<file path="src/rtl/vga_capture.sv">
// rtl/vga_capture.sv - captures a pixel-clocked RGB444 + h/v sync stream into frame-buffer writes
module vga_capture #(
    parameter int          H_LINE       = 640,
    parameter int          H_BACK_PORCH = 48,
    parameter int          V_LINE       = 480,
    parameter int          V_BACK_PORCH = 33,
    parameter int          PIXEL_WIDTH  = H_LINE,
    parameter int          PIXEL_HEIGHT = V_LINE,
    parameter logic [47:0] PIXEL_FORMAT = "rgb332",
    parameter int          SYNC_ACTIVE  = 0,
    localparam int PIXEL_DEPTH = (PIXEL_FORMAT == 48'("rgb12")) ? 12 : 8,
    localparam int ADDR_W      = $clog2(PIXEL_WIDTH * PIXEL_HEIGHT)
) (
    input  logic                   pxclk,
    input  logic                   rst_n,
    input  logic                   enable,
    input  logic [3:0]             r,
    input  logic [3:0]             g,
    input  logic [3:0]             b,
    input  logic                   hsync,
    input  logic                   vsync,
    output logic                   wr_en,
    output logic [ADDR_W-1:0]      wr_addr,
    output logic [PIXEL_DEPTH-1:0] wr_data,
    output logic                   capturing,
    output logic                   frame_done,
    output logic                   frame_err
);

    localparam int H_SCALE = H_LINE / PIXEL_WIDTH;
    localparam int V_SCALE = V_LINE / PIXEL_HEIGHT;
    localparam int XW      = $clog2(H_BACK_PORCH + H_LINE + 1);
    localparam int YW      = $clog2(V_BACK_PORCH + V_LINE + 1);
    localparam int HSW     = (H_SCALE > 1) ? $clog2(H_SCALE) : 1;
    localparam int VSW     = (V_SCALE > 1) ? $clog2(V_SCALE) : 1;
    localparam int CW      = $clog2(PIXEL_WIDTH + 1);

    localparam logic [XW-1:0]     X_VIS     = XW'(H_BACK_PORCH);
    localparam logic [XW-1:0]     X_MAX     = XW'(H_BACK_PORCH + H_LINE);
    localparam logic [YW-1:0]     Y_VIS     = YW'(V_BACK_PORCH);
    localparam logic [YW-1:0]     Y_MAX     = YW'(V_BACK_PORCH + V_LINE);
    localparam logic [HSW-1:0]    HS_LAST   = HSW'(H_SCALE - 1);
    localparam logic [VSW-1:0]    VS_LAST   = VSW'(V_SCALE - 1);
    localparam logic [ADDR_W-1:0] ADDR_LAST = ADDR_W'(PIXEL_WIDTH * PIXEL_HEIGHT - 1);
    localparam logic [ADDR_W-1:0] ROW_STEP  = ADDR_W'(PIXEL_WIDTH);
    localparam logic              SYNC_LVL  = (SYNC_ACTIVE != 0);

    if (!(PIXEL_FORMAT == 48'("rgb332") || PIXEL_FORMAT == 48'("rgb12"))) begin : g_bad_format
        $error("vga_capture: PIXEL_FORMAT must be \"rgb332\" or \"rgb12\"");
    end
    if (H_SCALE * PIXEL_WIDTH != H_LINE || V_SCALE * PIXEL_HEIGHT != V_LINE) begin : g_bad_scale
        $error("vga_capture: H_LINE/V_LINE must be integer multiples of PIXEL_WIDTH/PIXEL_HEIGHT");
    end

    typedef enum logic [2:0] {S_IDLE, S_ARMED, S_V_PORCH, S_ACTIVE, S_DONE} state_t;
    state_t state;

    logic [PIXEL_DEPTH-1:0] pix_in, pix_q;
    logic                   hs_q, vs_q, hs_act_d, vs_act_d;
    logic                   hs_act, vs_act, hs_edge, vs_edge;
    logic [XW-1:0]          x_cnt, x_now;
    logic [YW-1:0]          y_cnt, y_now;
    logic                   vs_pend;
    logic [HSW-1:0]         h_mod, h_mod_now;
    logic [VSW-1:0]         v_mod, v_mod_now;
    logic [CW-1:0]          col, col_now;
    logic [ADDR_W-1:0]      row_base, row_now, pix_addr;
    logic                   h_vis, v_vis, keep;

    // Packing happens before the input register so only the kept colour bits are stored.
    if (PIXEL_DEPTH == 12) begin : g_rgb12
        assign pix_in = {r, g, b};
    end else begin : g_rgb332
        logic unused_lsbs;
        assign pix_in      = {r[3:1], g[3:1], b[3:2]};
        assign unused_lsbs = ^{r[0], g[0], b[1:0]};
    end

    assign hs_act  = (hs_q == SYNC_LVL);
    assign vs_act  = (vs_q == SYNC_LVL);
    assign hs_edge = hs_act_d && !hs_act;
    assign vs_edge = vs_act_d && !vs_act;

    always_comb begin
        x_now = hs_edge ? '0 : x_cnt;
        y_now = y_cnt;
        if (hs_edge) begin
            if (vs_pend || vs_edge)
                y_now = '0;
            else if (y_cnt != Y_MAX)
                y_now = y_cnt + YW'(1);
        end else if (vs_edge) begin
            // Park y outside the window until the first line of the new frame.
            y_now = Y_MAX;
        end
        h_vis = (x_now >= X_VIS) && (x_now < X_MAX);
        v_vis = (y_now >= Y_VIS) && (y_now < Y_MAX);

        h_mod_now = h_mod;
        col_now   = col;
        if (x_now == X_VIS) begin
            h_mod_now = '0;
            col_now   = '0;
        end

        // Row bookkeeping advances on every line edge, so short lines cannot skew addresses.
        v_mod_now = v_mod;
        row_now   = row_base;
        if (hs_edge) begin
            if (y_now == Y_VIS) begin
                v_mod_now = '0;
                row_now   = '0;
            end else if (v_vis) begin
                if (v_mod == VS_LAST) begin
                    v_mod_now = '0;
                    row_now   = row_base + ROW_STEP;
                end else begin
                    v_mod_now = v_mod + VSW'(1);
                end
            end
        end

        keep     = h_vis && v_vis && (h_mod_now == '0) && (v_mod_now == '0) && !vs_edge;
        pix_addr = row_now + ADDR_W'(col_now);
    end

    always_ff @(posedge pxclk or negedge rst_n) begin
        if (!rst_n) begin
            pix_q    <= '0;
            hs_q     <= ~SYNC_LVL;
            vs_q     <= ~SYNC_LVL;
            hs_act_d <= 1'b0;
            vs_act_d <= 1'b0;
            x_cnt    <= '0;
            y_cnt    <= '0;
            vs_pend  <= 1'b0;
            h_mod    <= '0;
            col      <= '0;
            v_mod    <= '0;
            row_base <= '0;
        end else begin
            pix_q    <= pix_in;
            hs_q     <= hsync;
            vs_q     <= vsync;
            hs_act_d <= hs_act;
            vs_act_d <= vs_act;
            x_cnt    <= (x_now == X_MAX) ? X_MAX : x_now + XW'(1);
            y_cnt    <= y_now;
            if (hs_edge)
                vs_pend <= 1'b0;
            else if (vs_edge)
                vs_pend <= 1'b1;
            h_mod <= h_mod_now;
            col   <= col_now;
            if (h_vis) begin
                if (h_mod_now == HS_LAST) begin
                    h_mod <= '0;
                    col   <= col_now + CW'(1);
                end else begin
                    h_mod <= h_mod_now + HSW'(1);
                end
            end
            v_mod    <= v_mod_now;
            row_base <= row_now;
        end
    end

    always_ff @(posedge pxclk or negedge rst_n) begin
        if (!rst_n) begin
            state      <= S_IDLE;
            wr_en      <= 1'b0;
            wr_addr    <= '0;
            wr_data    <= '0;
            capturing  <= 1'b0;
            frame_done <= 1'b0;
            frame_err  <= 1'b0;
        end else begin
            wr_en      <= 1'b0;
            frame_done <= 1'b0;
            frame_err  <= 1'b0;
            if (!enable) begin
                state     <= S_IDLE;
                capturing <= 1'b0;
            end else begin
                case (state)
                    S_IDLE: state <= S_ARMED;
                    S_ARMED: begin
                        if (vs_edge) begin
                            state     <= S_V_PORCH;
                            capturing <= 1'b1;
                        end
                    end
                    S_V_PORCH, S_ACTIVE: begin
                        if (vs_edge) begin
                            frame_err <= 1'b1;
                            state     <= S_V_PORCH;
                        end else begin
                            if (state == S_V_PORCH && y_now == Y_VIS)
                                state <= S_ACTIVE;
                            if (keep) begin
                                wr_en   <= 1'b1;
                                wr_addr <= pix_addr;
                                wr_data <= pix_q;
                                if (pix_addr == ADDR_LAST) begin
                                    state     <= S_DONE;
                                    capturing <= 1'b0;
                                end
                            end
                        end
                    end
                    S_DONE: begin
                        frame_done <= 1'b1;
                        state      <= S_ARMED;
                    end
                    default: state <= S_IDLE;
                endcase
            end
        end
    end

endmodule

</file>
<file path="config.mk">
export PLATFORM = sky130hd
export DESIGN_NAME = vga_capture
export DESIGN_NICKNAME = d
export VERILOG_FILES = /design/src/rtl/vga_capture.sv
export SDC_FILE = /design/constraint.sdc
export NUM_CORES = 1
export LEC_CHECK = 0
export ABC_AREA = 1
export BUFFER_PORTS_ARGS = -buffer_cell sky130_fd_sc_hd__buf_4
export CORE_MARGIN = 2
export CORE_UTILIZATION = 55
export CTS_BUF_LIST = sky130_fd_sc_hd__clkbuf_2 sky130_fd_sc_hd__clkbuf_4 sky130_fd_sc_hd__clkbuf_8
export CTS_CLUSTER_DIAMETER = 100
export DETAILED_ROUTE_END_ITERATION = 8
export PLACE_DENSITY = 0.76
export SLEW_MARGIN = 5
export SYNTH_ARGS = -nofsm -noshare
export SYNTH_HDL_FRONTEND = slang
export SYNTH_SLANG_ARGS = --single-unit
</file>
<file path="constraint.sdc">
create_clock -name pxclk -period 5.3 [get_ports pxclk]
set_clock_uncertainty 0.2 [all_clocks]
set_input_delay 0.795 -clock pxclk [delete_from_list [all_inputs] [get_ports pxclk]]
set_output_delay 0.795 -clock pxclk [all_outputs]
set_load 0.01 [all_outputs]
</file>
==> impl_metrics.ini, run 1 <==
[outcome]
status = complete, no violations

[synthesis]
syn_nets = 759
synth_area_leaders = dfrtp_1, nand2_1, inv_1
netlist-cell-type-count = 36
synthSimpleGateAreaFrac_pct = 34.0
yosysTopAreaCell = dfrtp_1
synth_seq_cells = 98
synth.most_common_cell = nand2_1
post_synth_fa_ha_maj_area_fraction_pct = 4.01
ys_warn_count = 0
yosysSeqAreaShare_pct = 44.7
synth.avg_cell_area_um2 = 7.57
synth_top_family_by_area = simple AND/OR/NAND/NOR gates
yosysTopAreaCellShare_pct = 43.7
synthCells = 725
ys.flop_type = dfrtp_1
synth_xor_area_share_pct = 4.15
async_flop_share_pct = 100
netlist_area_mm2 = 0.00549
synth_common_cells = nand2_1, inv_1, dfrtp_1
synth_compound_area_share_pct = 4.78
yosys-mux-area-fraction_pct = 0
synth_edf_count = 0

[clocking]
clock_latency_ps = 380
clockRootBuffer = clkbuf_8
cts_tree = yes
cts.sinks = 98
clk_pin_slew_ps = 110
cts.path.max_buffers = 2
numCtsBuffers = 9
h-tree-depth = 3
cts_hold_buf = 0

[timing]
slew_violations = 0
setup_violations = 0
tightest_slew_ps = 834
rsz0062_at_grt = no
fmax_mhz = 209
fin_tns_setup_ps = 0
period_minus_slack_ps = 4790
finalHoldViolations = 0
timing.hold.ws_ps = 254
period_share_pct = 90.3
relSlewSlack_pct = 44.4

[detailed_routing]
wl_per_cell_um = 13.0
drt-pass1-iter-count = 4
routed_wirelength_um = 11900
wl_met2_um = 5930
top_layer_used = met4
drc = 0
wl_met3_um = 449
drt-initial-drc-count = 229
ant_nets = 0
wl_met1_um = 5280
routed-via-count = 4708
vias_per_cell = 5.15

[power_and_ir_drop]
comb_power_share_pct = 25.8
clockPowerShare_pct = 26.4
power.internal_w = 0.00115
pwr_density_cell_mw_per_mm2 = 293
p_leak_nw = 3.41
seq_power_share_pct = 47.8
switching_share_pct = 37.0
p_sw_w = 0.000676
peakVddDrop_uv = 172

[global_routing]
grt-ovfl-total = 0
groute.usage.overall_pct = 23.1
grt_max_degree = 66
grt_pass1_vias = 4657
grt_first_pass_wirelength_um = 20500
antenna_found_initial = 0

[final_layout]
diodes = 0
layoutNonFillerInstCount = 915
drive_gt1_share_pct = 15.6
areaGrowthSynthToFinish_pct = 13.4
final_nets = 811

[placement]
gp_congestion = 0.889
hpwl_um = 8730
port_buffers = 43
place_inst = 896

[min_path]
worstHoldPathType = reg -> reg

[critical_path]
critPathMaxFanout = 7
cp.required_ps = 5390
cp-start-kind = flip-flop
cp-end-kind = flip-flop
cp_slowest_stage_delay_ps = 470
cp.arrival_ps = 4870
path_common_cell = nand2_1
cp_slowest_cell = dfrtp_2
crit_type = reg -> reg

[die]
initial_utilization_pct = 56.4
rows = 36
ios = 48
die-area_mm2 = 0.0108
die_height_um = 104
die_x_um = 104
core_mm2 = 0.00973

[job]
drv_cap = 0
-- area by class of cell --
type	count	area, um^2
clock buffers	9	124
fillers	865	3500
repair buffers	52	390
well taps	133	166
multi-input cells	507	2610
clock inverters	7	71.3
flip-flops and latches	98	2460
inverters	109	409
-- layer usage --
metal / vias to the layer above / GRT usage [%]
met5: - / 0
met4: 0 / 8.40
met3: 18 / 5.33
met2: 93 / 39.7
met1: 2227 / 28.7
li1: 2370 / -
-- flip-flops by register name, summed over array words and instances, names as in the netlist, 3 cells and up --
| name | flops |
|---|---|
| col | 10 |
| pix_q | 8 |
| row_base | 19 |
| state | 3 |
| wr_addr | 19 |
| wr_data | 8 |
| x_cnt | 10 |
| y_cnt | 10 |
-- cell usage in the layout, fill, tap and decap left out, types with 2 or more instances in the layout --
master / count
dfrtp_1: 94
clkinv_1: 2
o21ai_0: 19
nand2_1: 228
nor2_2: 10
nand3_1: 45
nand3b_1: 4
o21ai_1: 5
nand4_1: 15
inv_1: 98
dfrtp_2: 2
nor3_1: 16
xnor2_1: 5
nor2_1: 65
nor4_1: 4
inv_6: 3
buf_4: 52
inv_2: 9
xor2_1: 21
nand3_4: 2
clkinv_4: 2
nand3_2: 6
ha_1: 16
o31ai_1: 2
a21oi_1: 17
nand2_2: 12
clkbuf_8: 9
dfstp_2: 2
nor2_4: 5
-- final timing paths --
kind | start | to | slack [ps] | cells past startpoint
min in group asynchronous | rst_n | x_cnt[3] | 300 | 1
min reg2reg | pix_q[6] | wr_data[6] | 250 | 2
min | pix_q[6] | wr_data[6] | 250 | 2
max | y_cnt[0] | state[0] | 510 | 35
max reg2reg | y_cnt[0] | state[0] | 510 | 35
max in group asynchronous | rst_n | row_base[8] | 3640 | 2
-- cells by family (layout without fill, tap and decap cells) --
kind of cell / Yosys count / count (layout)
AND/OR/NAND/NOR: 416 / 416
buffers and inverters: 120 / 177
flip-flops: 98 / 98
AO/OA/AOI/OAI: 48 / 48
XOR/XNOR: 26 / 26
adder cells (fa/ha/maj): 17 / 17
-- power groups by stage --
stage | combinational (W) | sequential (W) | clock (W)
finish | 0.000472 | 0.000872 | 0.000483
global route | 0.000541 | 0.000880 | 0.000526
CTS | 0.000466 | 0.000870 | 0.000495
detailed placement | 0.000462 | 0.000885 | 0
global placement | 0.000445 | 0.000881 | 0
floorplan | 0.000358 | 0.000867 | 0
-- stage by stage --
step	setup WS (ps)	util [%]	power, W	cell area (um^2)
6_report	514	64.0	0.00183	6230
4_1_cts	261	63.4	0.00183	6170
2_1_floorplan	728	-	0.00122	5490
3_3_place_gp	358	61.4	0.00133	5980
3_5_place_dp	304	61.4	0.00135	5980
5_1_grt	6.20	64.0	0.00195	6230
-- repair_timing --
item,4_1_cts,5_1_grt
gates resized for setup,0,11
setup endpoints to repair,0,5
buffers inserted,0,3
-- critical path: cells and delay by family (launching register included) --
kind                     cells  cell delay, ps
XOR/XNOR                     1             180
adder cells (fa/ha/maj)      3             850
flip-flops                   1             470
buffers and inverters        3             240
AND/OR/NAND/NOR             28            2710
Note: power is estimated with default switching activity, not from simulation.
==> run 2, diff against run 1 <==
ABC_AREA = unset   (was 1)
CORE_UTILIZATION = 60   (was 55)
PLACE_DENSITY = 0.82   (was 0.76)
==> run 2 against run 1 <==
Effect of this change:
- the flow now finishes with violations (negative setup slack)
- non-clock buffer count up 51
- synthesized cell count is 23% lower
- first-iteration DRC count is 39% higher
- die area decreased by 12%
- register-to-register slack worse by 690 ps
- cell count shrank 17%
- critical endpoint is now state[1]
- largest cell class unchanged
- largest power group unchanged
==> impl_metrics.ini, run 2 <==
[detailed_routing]
drt-pass1-iter-count = 5
routed_wirelength_um = 13800
wl_per_cell_um = 18.1
ant_nets = 0
drc = 0
routed-via-count = 4719
vias_per_cell = 6.18
drt-initial-drc-count = 318

[global_routing]
antenna_found_initial = 0
grt-ovfl-total = 0
grt_max_degree = 58
grt_pass1_vias = 4509
grt_first_pass_wirelength_um = 20400
groute.usage.overall_pct = 25.9

[clocking]
clockRootBuffer = clkbuf_8
cts_hold_buf = 0
clk_pin_slew_ps = 110
cts_tree = yes
clock_latency_ps = 380
numCtsBuffers = 9
cts.path.max_buffers = 2
h-tree-depth = 3
cts.sinks = 98

[synthesis]
netlist_area_mm2 = 0.00525
synth_area_leaders = dfrtp_1, nand2_1, ha_1
ys_warn_count = 0
synth_seq_cells = 98
async_flop_share_pct = 100
yosysTopAreaCellShare_pct = 45.8
synth.most_common_cell = dfrtp_1
synth_edf_count = 0
synth_common_cells = dfrtp_1, nand2_1, nor2_1
synth.avg_cell_area_um2 = 9.41
yosysTopAreaCell = dfrtp_1
ys.flop_type = dfrtp_1
syn_nets = 592
yosysSeqAreaShare_pct = 46.8
netlist-cell-type-count = 71
synthCells = 558

[die]
core_mm2 = 0.00859
die_height_um = 97.5
die_x_um = 97.5
ios = 48
rows = 34
initial_utilization_pct = 61.1
die-area_mm2 = 0.00951

[final_layout]
drive_gt1_share_pct = 31.0
layout_commonest_cell = buf_4
most-common-layout-cells = buf_4, dfrtp_1, nand2_1
top_regs = row_base: 19 flops, wr_addr: 19 flops
final_nets = 684
diodes = 0
areaGrowthSynthToFinish_pct = 28.6

[placement]
port_buffers = 43
gp_congestion = 0.907
hpwl_um = 8530

[critical_path]
crit_type = reg -> reg
reg2reg_slack_ps = -180
cp-end-kind = flip-flop
cp-start-kind = flip-flop
critPathMaxFanout = 7
cp.required_ps = 5380
cp.arrival_ps = 5560

[timing]
tightest_slew_ps = 914
fmax_mhz = 183
relSlewSlack_pct = 38.9
finalHoldViolations = 0
setup_ws_ps = -178
rsz0062_at_grt = yes
setup_violations = 4
slew_violations = 0
period_share_pct = 103
period_minus_slack_ps = 5480
fin_tns_setup_ps = -463

[outcome]
status = finished, violations left
failed_checks = negative setup slack

[job]
drv_cap = 0

[power_and_ir_drop]
power_w = 0.00190
p_leak_nw = 3.09
peakVddDrop_uv = 168
pwr_density_cell_mw_per_mm2 = 281

[min_path]
worstHoldPathType = in -> async
-- run 2: final timing paths --
| kind | start | cells after the start | to |
|---|---|---|---|
| min in group pxclk | pix_q[6] | 2 | wr_data[6] |
| worst min register to register | pix_q[6] | 2 | wr_data[6] |
| worst max register to register | hs_q | 20 | state[1] |
| max in group asynchronous | rst_n | 2 | y_cnt[7] |
| worst max-delay path | hs_q | 20 | state[1] |
| worst min-delay path | rst_n | 1 | hs_act_d |
-- run 2: power by group --
group / internal (W) / leakage [nW] / switching [W] / total (W)
Combinational: 0.000251 / 1.69 / 0.000306 / 0.000557
Clock: 0.000179 / 0.0925 / 0.000293 / 0.000472
Sequential: 0.000797 / 1.30 / 0.0000707 / 0.000868
Total: 0.00123 / 3.09 / 0.000670 / 0.00190
-- run 2: cell families after synthesis --
| logic type | Yosys count | share of synthesized area, % |
|---|---|---|
| fa+ha+maj | 17 | 4.19 |
| mux | 6 | 1.24 |
| buf+inv | 48 | 3.79 |
| flops | 98 | 46.8 |
| simple gates | 253 | 24.8 |
| xor+xnor | 35 | 5.84 |
| compound gates | 101 | 13.4 |
-- run 2: metal layers --
layer / share of wire, % / vias up / GRT usage, %
li1: - / 2171 / -
met1: 40 / 2311 / 33.5
met4: 2.9 / 0 / 9.62
met5: 0 / - / 0
met2: 52 / 191 / 43.4
met3: 5.0 / 46 / 5.18
-- run 2: stage by stage --
| stage | cells | util [%] | hold WS [ps] | worst slack, ps | cell area, um^2 |
|---|---|---|---|---|---|
| floorplan | 558 | - | 221 | 1.81 | 5410 |
| finish | 763 | 78.6 | 184 | -178 | 6750 |
| global route | 763 | 78.6 | 224 | -421 | 6750 |
| detailed placement | 722 | 69.7 | 233 | -183 | 5990 |
| global placement | 722 | 69.7 | 225 | 37.3 | 5990 |
| CTS | 743 | 72.8 | 207 | -0.180 | 6260 |
-- run 2: repair_timing --
action,CTS,global route
pin swaps,8,43
endpoints found under the hold margin,0,0
endpoints found under the setup margin,3,4
cloned,0,1
buffers inserted,5,19
resized for setup,14,62
-- run 2: worst max-delay path, cell delays in order, from the launching register on --
cell	delay, ps
dfstp_2	640
nand2_4	100
buf_4	170
nor4_1	300
nand3_1	200
a211oi_2	320
nor4b_4	260
buf_6	190
nor2b_4	60
ha_4	160
fa_2	370
a21o_1	190
a21oi_2	200
xnor2_2	100
or4_4	430
nor3_4	210
nand4_1	150
or3_4	400
nor4_4	290
o2111ai_2	190
and4bb_1	250
-- run 2: layout make-up --
cell class / count / area [um^2]
sequential: 98 / 2460
tap: 108 / 135
fill: 506 / 1840
inverter: 26 / 97.6
clock inverter: 7 / 58.8
timing repair buffer: 103 / 816
clock buffer: 9 / 124
multi-input combinational: 412 / 3060
